==> src/rtl/udc_pkg.sv <==
// Shared definitions for the parametrised up/down counter (udc) family.
// Holds the boundary-mode and direction encodings plus the load clamp helper
// used by udc_next_state.
package udc_pkg;

   // Boundary behaviour selected by the SATURATE parameter.
   localparam int UDC_WRAP = 0;
   localparam int UDC_SAT  = 1;

   // Count direction as carried on the up_down input.
   typedef enum logic {
      UDC_DOWN = 1'b0,
      UDC_UP   = 1'b1
   } udc_dir_e;

   // Limits a requested value to the highest legal count.
   // Works on 32-bit quantities so any counter width up to 32 can use it.
   function automatic logic [31:0] udcClamp(input logic [31:0] value,
                                            input logic [31:0] maxVal);
      return (value > maxVal) ? maxVal : value;
   endfunction

endpackage

==> src/rtl/udc_next_state.sv <==
// Combinational next-count logic for param_up_down_counter.
// Resolves load > enable > hold priority, and reports whether the current
// enabled step tried to move past a boundary (drives rollover upstream).
module udc_next_state
   import udc_pkg::*;
#(
   parameter int WIDTH    = 4,
   parameter int MAX_VAL  = 2**WIDTH-1,
   parameter int SATURATE = UDC_WRAP
)(
   input  logic [WIDTH-1:0] count,
   input  logic             en,
   input  logic             up_down,
   input  logic             load,
   input  logic [WIDTH-1:0] load_val,
   output logic [WIDTH-1:0] next_count,
   output logic             boundary_hit
);

   localparam logic [WIDTH-1:0] MAX_C = WIDTH'(MAX_VAL);

   logic [WIDTH-1:0] w_loadClamped;

   // Out-of-range load values are pulled down to the top of the count range.
   assign w_loadClamped = WIDTH'(udcClamp(32'(load_val), 32'(MAX_VAL)));

   // Boundary tests happen before the step, so the +1/-1 never leaves WIDTH bits.
   always_comb begin
      next_count   = count;
      boundary_hit = 1'b0;
      if (load) begin
         next_count = w_loadClamped;
      end else if (en) begin
         if (up_down == UDC_UP) begin
            if (count == MAX_C) begin
               boundary_hit = 1'b1;
               next_count   = (SATURATE == UDC_SAT) ? MAX_C : '0;
            end else begin
               next_count = count + WIDTH'(1);
            end
         end else begin
            if (count == '0) begin
               boundary_hit = 1'b1;
               next_count   = (SATURATE == UDC_SAT) ? '0 : MAX_C;
            end else begin
               next_count = count - WIDTH'(1);
            end
         end
      end
   end

endmodule

==> src/rtl/param_up_down_counter.sv <==
// Parametrised up/down counter with load, wrap/saturate boundaries,
// boundary decodes and a registered rollover pulse for cascading.
// Optional sticky overflow flag enabled by defining UDC_STICKY_OVF_EN.
module param_up_down_counter
   import udc_pkg::*;
#(
   parameter int WIDTH     = 4,
   parameter int MAX_VAL   = 2**WIDTH-1,
   parameter int SATURATE  = UDC_WRAP,
   parameter int RESET_VAL = 0
)(
   input  logic             clk,
   input  logic             reset,
`ifdef UDC_STICKY_OVF_EN
   input  logic             ovf_clr,
   output logic             ovf_sticky,
`endif
   input  logic             en,
   input  logic             up_down,
   input  logic             load,
   input  logic [WIDTH-1:0] load_val,
   output logic [WIDTH-1:0] count,
   output logic             at_max,
   output logic             at_min,
   output logic             rollover
);

   localparam logic [WIDTH-1:0] MAX_C   = WIDTH'(MAX_VAL);
   localparam logic [WIDTH-1:0] RESET_C = WIDTH'(RESET_VAL);

   logic [WIDTH-1:0] r_count;
   logic             r_rollover;
   logic [WIDTH-1:0] w_nextCount;
   logic             w_boundaryHit;

   udc_next_state #(
      .WIDTH    (WIDTH),
      .MAX_VAL  (MAX_VAL),
      .SATURATE (SATURATE)
   ) u_nextState (
      .count        (r_count),
      .en           (en),
      .up_down      (up_down),
      .load         (load),
      .load_val     (load_val),
      .next_count   (w_nextCount),
      .boundary_hit (w_boundaryHit)
   );

   // Count register and rollover pulse; rollover is simply the registered boundary attempt.
   always_ff @(posedge clk or posedge reset) begin
      if (reset) begin
         r_count    <= RESET_C;
         r_rollover <= 1'b0;
      end else begin
         r_count    <= w_nextCount;
         r_rollover <= w_boundaryHit;
      end
   end

`ifdef UDC_STICKY_OVF_EN
   logic r_ovfSticky;

   // Sticky overflow: set alongside rollover, cleared by ovf_clr, set wins a tie.
   always_ff @(posedge clk or posedge reset) begin
      if (reset) begin
         r_ovfSticky <= 1'b0;
      end else if (w_boundaryHit) begin
         r_ovfSticky <= 1'b1;
      end else if (ovf_clr) begin
         r_ovfSticky <= 1'b0;
      end
   end

   assign ovf_sticky = r_ovfSticky;
`endif

   assign count    = r_count;
   assign rollover = r_rollover;
   assign at_max   = (r_count == MAX_C);
   assign at_min   = (r_count == '0);

endmodule

==> config.mk <==
export PLATFORM = sky130hd
export DESIGN_NAME = param_up_down_counter
export DESIGN_NICKNAME = d
export VERILOG_FILES = /design/src/rtl/udc_pkg.sv /design/src/rtl/udc_next_state.sv /design/src/rtl/param_up_down_counter.sv
export SDC_FILE = /design/constraint.sdc
export NUM_CORES = 1
export LEC_CHECK = 0
export ABC_CLOCK_PERIOD_IN_PS = 1800
export CORE_AREA = 2 2 39 41
export CTS_BUF_LIST = sky130_fd_sc_hd__clkbuf_16
export DETAILED_ROUTE_END_ITERATION = 16
export DIE_AREA = 0 0 41 43
export PLACE_DENSITY = 0.61
export SLEW_MARGIN = 10
export SYNTH_ARGS = -nofsm -noshare
export SYNTH_HDL_FRONTEND = slang
export SYNTH_HIERARCHICAL = 1
export SYNTH_SLANG_ARGS = --single-unit
==> constraint.sdc <==
create_clock -name clk -period 1.8 [get_ports clk]
set_clock_uncertainty 0.2 [all_clocks]
set_input_delay 0.45 -clock clk [delete_from_list [all_inputs] [get_ports clk]]
set_output_delay 0.45 -clock clk [all_outputs]
set_load 0.05 [all_outputs]
Word-level counts from Yosys, hierarchy flattened --
Index checks and enable logic that the tools add are counted.
Cells by class: $add $sub $neg 2, eq/ne operators 1, mux-type cells 10, reduce and logical (&&, ||, !) cells 2
Operators with widths (count):
- $mux 4 | 5
- $mux 1 | 5
- $add 4x1->4 const B | 1
- $eq 4x4->1 const B | 1
- $logic_not 4->1 | 1
- $sub 4x1->4 const B | 1
- $reduce_bool 2->1 | 1
Storage, ports and cells: bits in registers 5, bits of input ports 9, word-level logic and storage cells 17

Longest topological paths before layout --
depth in word-level cells 5, mapped depth 6, gate-level depth less buffers 6

By module --
The synthesis kept the hierarchy.
Modules (own cells, without submodules):
- udc_next_state | instances 1, cells each 36, area each 232.7 µm², sequential area each 0.0 µm²
- param_up_down_counter | instances 1, cells each 8, area each 151.4 µm², sequential area each 125.1 µm²

Worst setup path after synthesis --
OpenSTA, ideal clock, no wires.
path type reg-to-output, from register r_count[0] (netlist: count[0]), to output port at_min, arrival time 1.663 ns, required time 1.150 ns, setup slack -0.513 ns, cell stages (with the launch flop) 2, buffers on the path 0, cells stage by stage dfrtp_1 > nor4_2
Between the ends: cells in the longest elaborated chain, start to end 1
Ends and longest elaborated chain:
- start, declared | line param_up_down_counter.sv:31 | logic [WIDTH-1:0] r_count;
- start signal, assigned | line param_up_down_counter.sv:56 | r_count <= w_nextCount;
- $logic_not 4->1 | line param_up_down_counter.sv:81 | assign at_min = (r_count == '0);
- end, declared | line param_up_down_counter.sv:24 | output logic at_min,
No other way between the ends.

Final worst setup path --
from register r_count[3] (netlist: count[3]), to output port at_min
Same word-level chain as after synthesis.

==> run summary <==
The source-to-sink clock delay at the later pin of the worst-skew pair is 220 ps. The maximum frequency from static timing analysis came out at 0.530 GHz. At the end of the flow, the number of nets in the layout was 84. The count of unresolved DRC violations after routing is 0. The clock period minus worst slack is 1890 ps. The synthesized area per cell is 8.73 um2. The number of setup violations in the final report came out at 2. The die span in x came out at 41 um. The longest individual stage delay on the worst path came out at 400 ps.

The net switching fraction of the power came out at 28.8%. The placeable core region came out at 0.00138 mm2. For the pin with the worst max-slew slack, the measured transition is 265 ps. The critical path goes through buf_6 > nor4_4 > buf_12.

The depth of the worst register-to-register path came out at 4. The largest total area in the synthesized netlist belongs to sky130_fd_sc_hd__dfrtp_1. The run finished, with violations left.

The internal power component is 573 uW. For this run the aggregate overflow at the end of global routing stands at 0. For this run, asynchronously set or reset flops after synthesis account for 100%. The first routing iteration left 7 violations. The worst supply voltage drop on vdd came out at 0.369 mV.

The number of distinct library cells after synthesis is 23. The average routed wire per standard cell is 11.5 um. The number of antenna violations at the first check in global routing is 0.

The post-placement cell area is 711 um2. The tightest hold path in the finished design has a slack of 234 ps. The overall die height is 43 um.

The yosys synthesis warning count came out at 6. By count the netlist is led by sky130_fd_sc_hd__dfrtp_1 (5), sky130_fd_sc_hd__nand2_1 (5), sky130_fd_sc_hd__o21ai_0 (4). Counting every sink on the clock net gives 5. Synthesis handed over a netlist of 44 instances. The top-level port count is 16. The total wire length came out at 1.01 mm. The cell sitting at the root of the clock tree is a sky130_fd_sc_hd__clkbuf_16. The max-slew violation count came to 0. The layout-stage area growth over the synthesis result came out at 112%. The hold violation total from the final report is 0. The worst setup path is captured at an output pin.

The number of antenna diodes in the final layout is 0. The synthesized design contains 0 enable-type register cells. The power per unit of standard cell area is 988 mW/mm2. The pin count of the biggest net entering global routing is 8.

The headroom to the max-slew limit came out at 82.2%. The initial core utilization is 27.8%. The count of nets left with antenna violations once routing finished came out at 0. By area the synthesized netlist is led by sky130_fd_sc_hd__dfrtp_1 (33%), sky130_fd_sc_hd__xnor2_1 (6.8%), sky130_fd_sc_hd__ha_1 (6.5%), sky130_fd_sc_hd__o21ai_0 (5.2%), sky130_fd_sc_hd__nand2_1 (4.9%). The dominant synthesized flop cell is sky130_fd_sc_hd__dfrtp_1. The largest driver fanout on the critical path is 2.

The worst path arrival time is 1240 ps. Counting both buffers and inverters, the worst setup path holds a total of 2. The count of port buffers added during placement is 15. The number of buffers between clock root and the deepest sink is 2.

On the critical path, the stage with the largest delay is an instance of sky130_fd_sc_hd__dfrtp_2. Setup repair after global routing could not meet its margin everywhere. The terminus of the critical flop-to-flop path is count[3]. The reg2reg setup slack is 10 ps. The mean number of vias per cell came out at 4.89. The fraction of the cycle the final worst path needs came out at 105%.

The worst setup path is launched from a flip-flop. Broken down by cell family, the worst path's largest delay share belongs to flip-flops. The reported max-cap violation count came out at 0. For this run, the total global-route usage over all layers was measured as 14.6%. The type of the worst setup path is flip-flop to output pin. The fraction of synthesized cell area taken by the top area cell type came out at 32.6%. The floorplan has 14 rows.

The checks that failed: negative setup slack. The fraction of final layout cells sized beyond drive strength 1 is 45.8%. The clock power share is 43.7%.

The first-pass GRT wire length is 1.71 mm. The number of global-route vias before repair is 417. Adding up every negative setup slack in the final design gives -116 ps.

The startpoint of the lowest-slack register-to-register path is count[3]. The sequential element share of the synthesized area is 32.6%. The leakage component of the power is 0.000358 uW. The synthesized design contains 5 register bits. The HPWL after detailed placement came out at 839 um. The worst hold path class is input pin to async pin. Across all setup checks in the final design, the least slack found is -87.1 ps. The via count of the routed design came out at 430.

The register clock-pin slew on the reported worst setup and hold paths came out at 30 ps. The cell area after layout came out at 815 um2. The pre-antenna-repair detailed-routing pass consisted of 4 iterations.

The net count of the mapped netlist came out at 55. The reported net switching power is 232 uW. The cell area that synthesis handed to floorplanning was 384 um2. The data required time of the worst path came out at 1150 ps.

The power share of the sequential group came out at 18.0%. The floorplan step defined a die boundary enclosing 0.00176 mm2. The number of clock buffers inserted by TritonCTS is 3. The deepest level of the CTS H-tree is 1. The combinational cell fraction of total power came out at 38.3%. At the placement stage, the worst setup path has a slack of -244 ps. The final estimated routing congestion in global placement came out at 0.937. TritonCTS built the clock tree.
-- worst max path at each step --
stage / startpoint / endpoint / slack, ps / depth (start not counted)
2_1_floorplan: count[0] / at_min / -90 / 1
4_1_cts: count[3] / at_min / -100 / 3
3_5_place_dp: up_down / count[0] / -240 / 5
6_report: count[3] / at_min / -90 / 3
3_3_place_gp: up_down / count[0] / -220 / 5
5_1_grt: count[3] / at_min / -130 / 3
-- worst reg2reg max path, cell delays in order, from the launching register on --
cell and delay (ps):
sky130_fd_sc_hd__dfrtp_2 400, sky130_fd_sc_hd__buf_4 170, sky130_fd_sc_hd__or4_4 500, sky130_fd_sc_hd__a2111oi_4 310, sky130_fd_sc_hd__a221o_1 150
-- logic make-up (layout without fill, tap and decap cells) --
group	after synthesis	in the layout	synth area share (%)
mux	2	2	5.54
buf+inv	7	35	6.84
flops	5	5	32.6
compound gates	10	10	17.9
simple gates	15	15	23.8
fa+ha+maj	2	2	6.51
xor+xnor	3	3	6.84
-- sequential cells by signal (all words and copies together), names as in the netlist --
signal,cells
rollover,1
count,4
-- placed cells by master (no fill, tap or decap), types with 3 or more instances in the layout --
cell	netlist	layout
sky130_fd_sc_hd__dfrtp_2	0	4
sky130_fd_sc_hd__xnor2_1	3	3
sky130_fd_sc_hd__buf_12	0	7
sky130_fd_sc_hd__buf_4	0	10
sky130_fd_sc_hd__nor2_1	3	3
sky130_fd_sc_hd__clkbuf_16	0	3
sky130_fd_sc_hd__clkdlybuf4s50_1	0	7
sky130_fd_sc_hd__inv_1	3	4
sky130_fd_sc_hd__nand2_1	5	5
-- final cells by class --
type | instances | area [um2]
fillers | 113 | 569
repair buffers | 26 | 309
multi-input cells | 32 | 258
flip-flops and latches | 5 | 130
clock buffers | 3 | 75.1
well taps | 16 | 20.0
inverters | 5 | 18.8
clock inverters | 1 | 3.75
-- power by group through the flow --
stage / logic, uW / registers (uW) / clock network, uW
2_1_floorplan: 94.2 / 202 / 0
3_3_place_gp: 282 / 157 / 0
3_5_place_dp: 284 / 157 / 0
4_1_cts: 311 / 146 / 356
5_1_grt: 331 / 148 / 365
6_report: 309 / 145 / 352
-- per-stage QoR --
stage                     power [uW]  std cells  utilization [%]
after CTS                        813         88             58.7
after global routing             844         88             58.9
after global placement           440         82             51.4
after floorplan                  296         44                -
after detailed placement         442         82             51.4
final                            805         88             58.9
-- repair_timing --
action | 4_1_cts | 5_1_grt
gates resized for setup | 2 | 3
buffers inserted | 2 | 0
hold buffers | 0 | 0
endpoints found under the hold margin | 0 | 0
pin swaps | 1 | 0
setup endpoints to repair | 3 | 4
-- metal layers --
metal  up-vias  part of all wire (%)  global-route usage [%]
li1        215                     -                       -
met4         0                  0.89                    8.00
met5         -                     0                       0
met2        18                    52                    24.7
met1       195                    41                    16.6
met3         2                   6.5                    1.57
No activity file was read; power rests on OpenSTA's default activity.
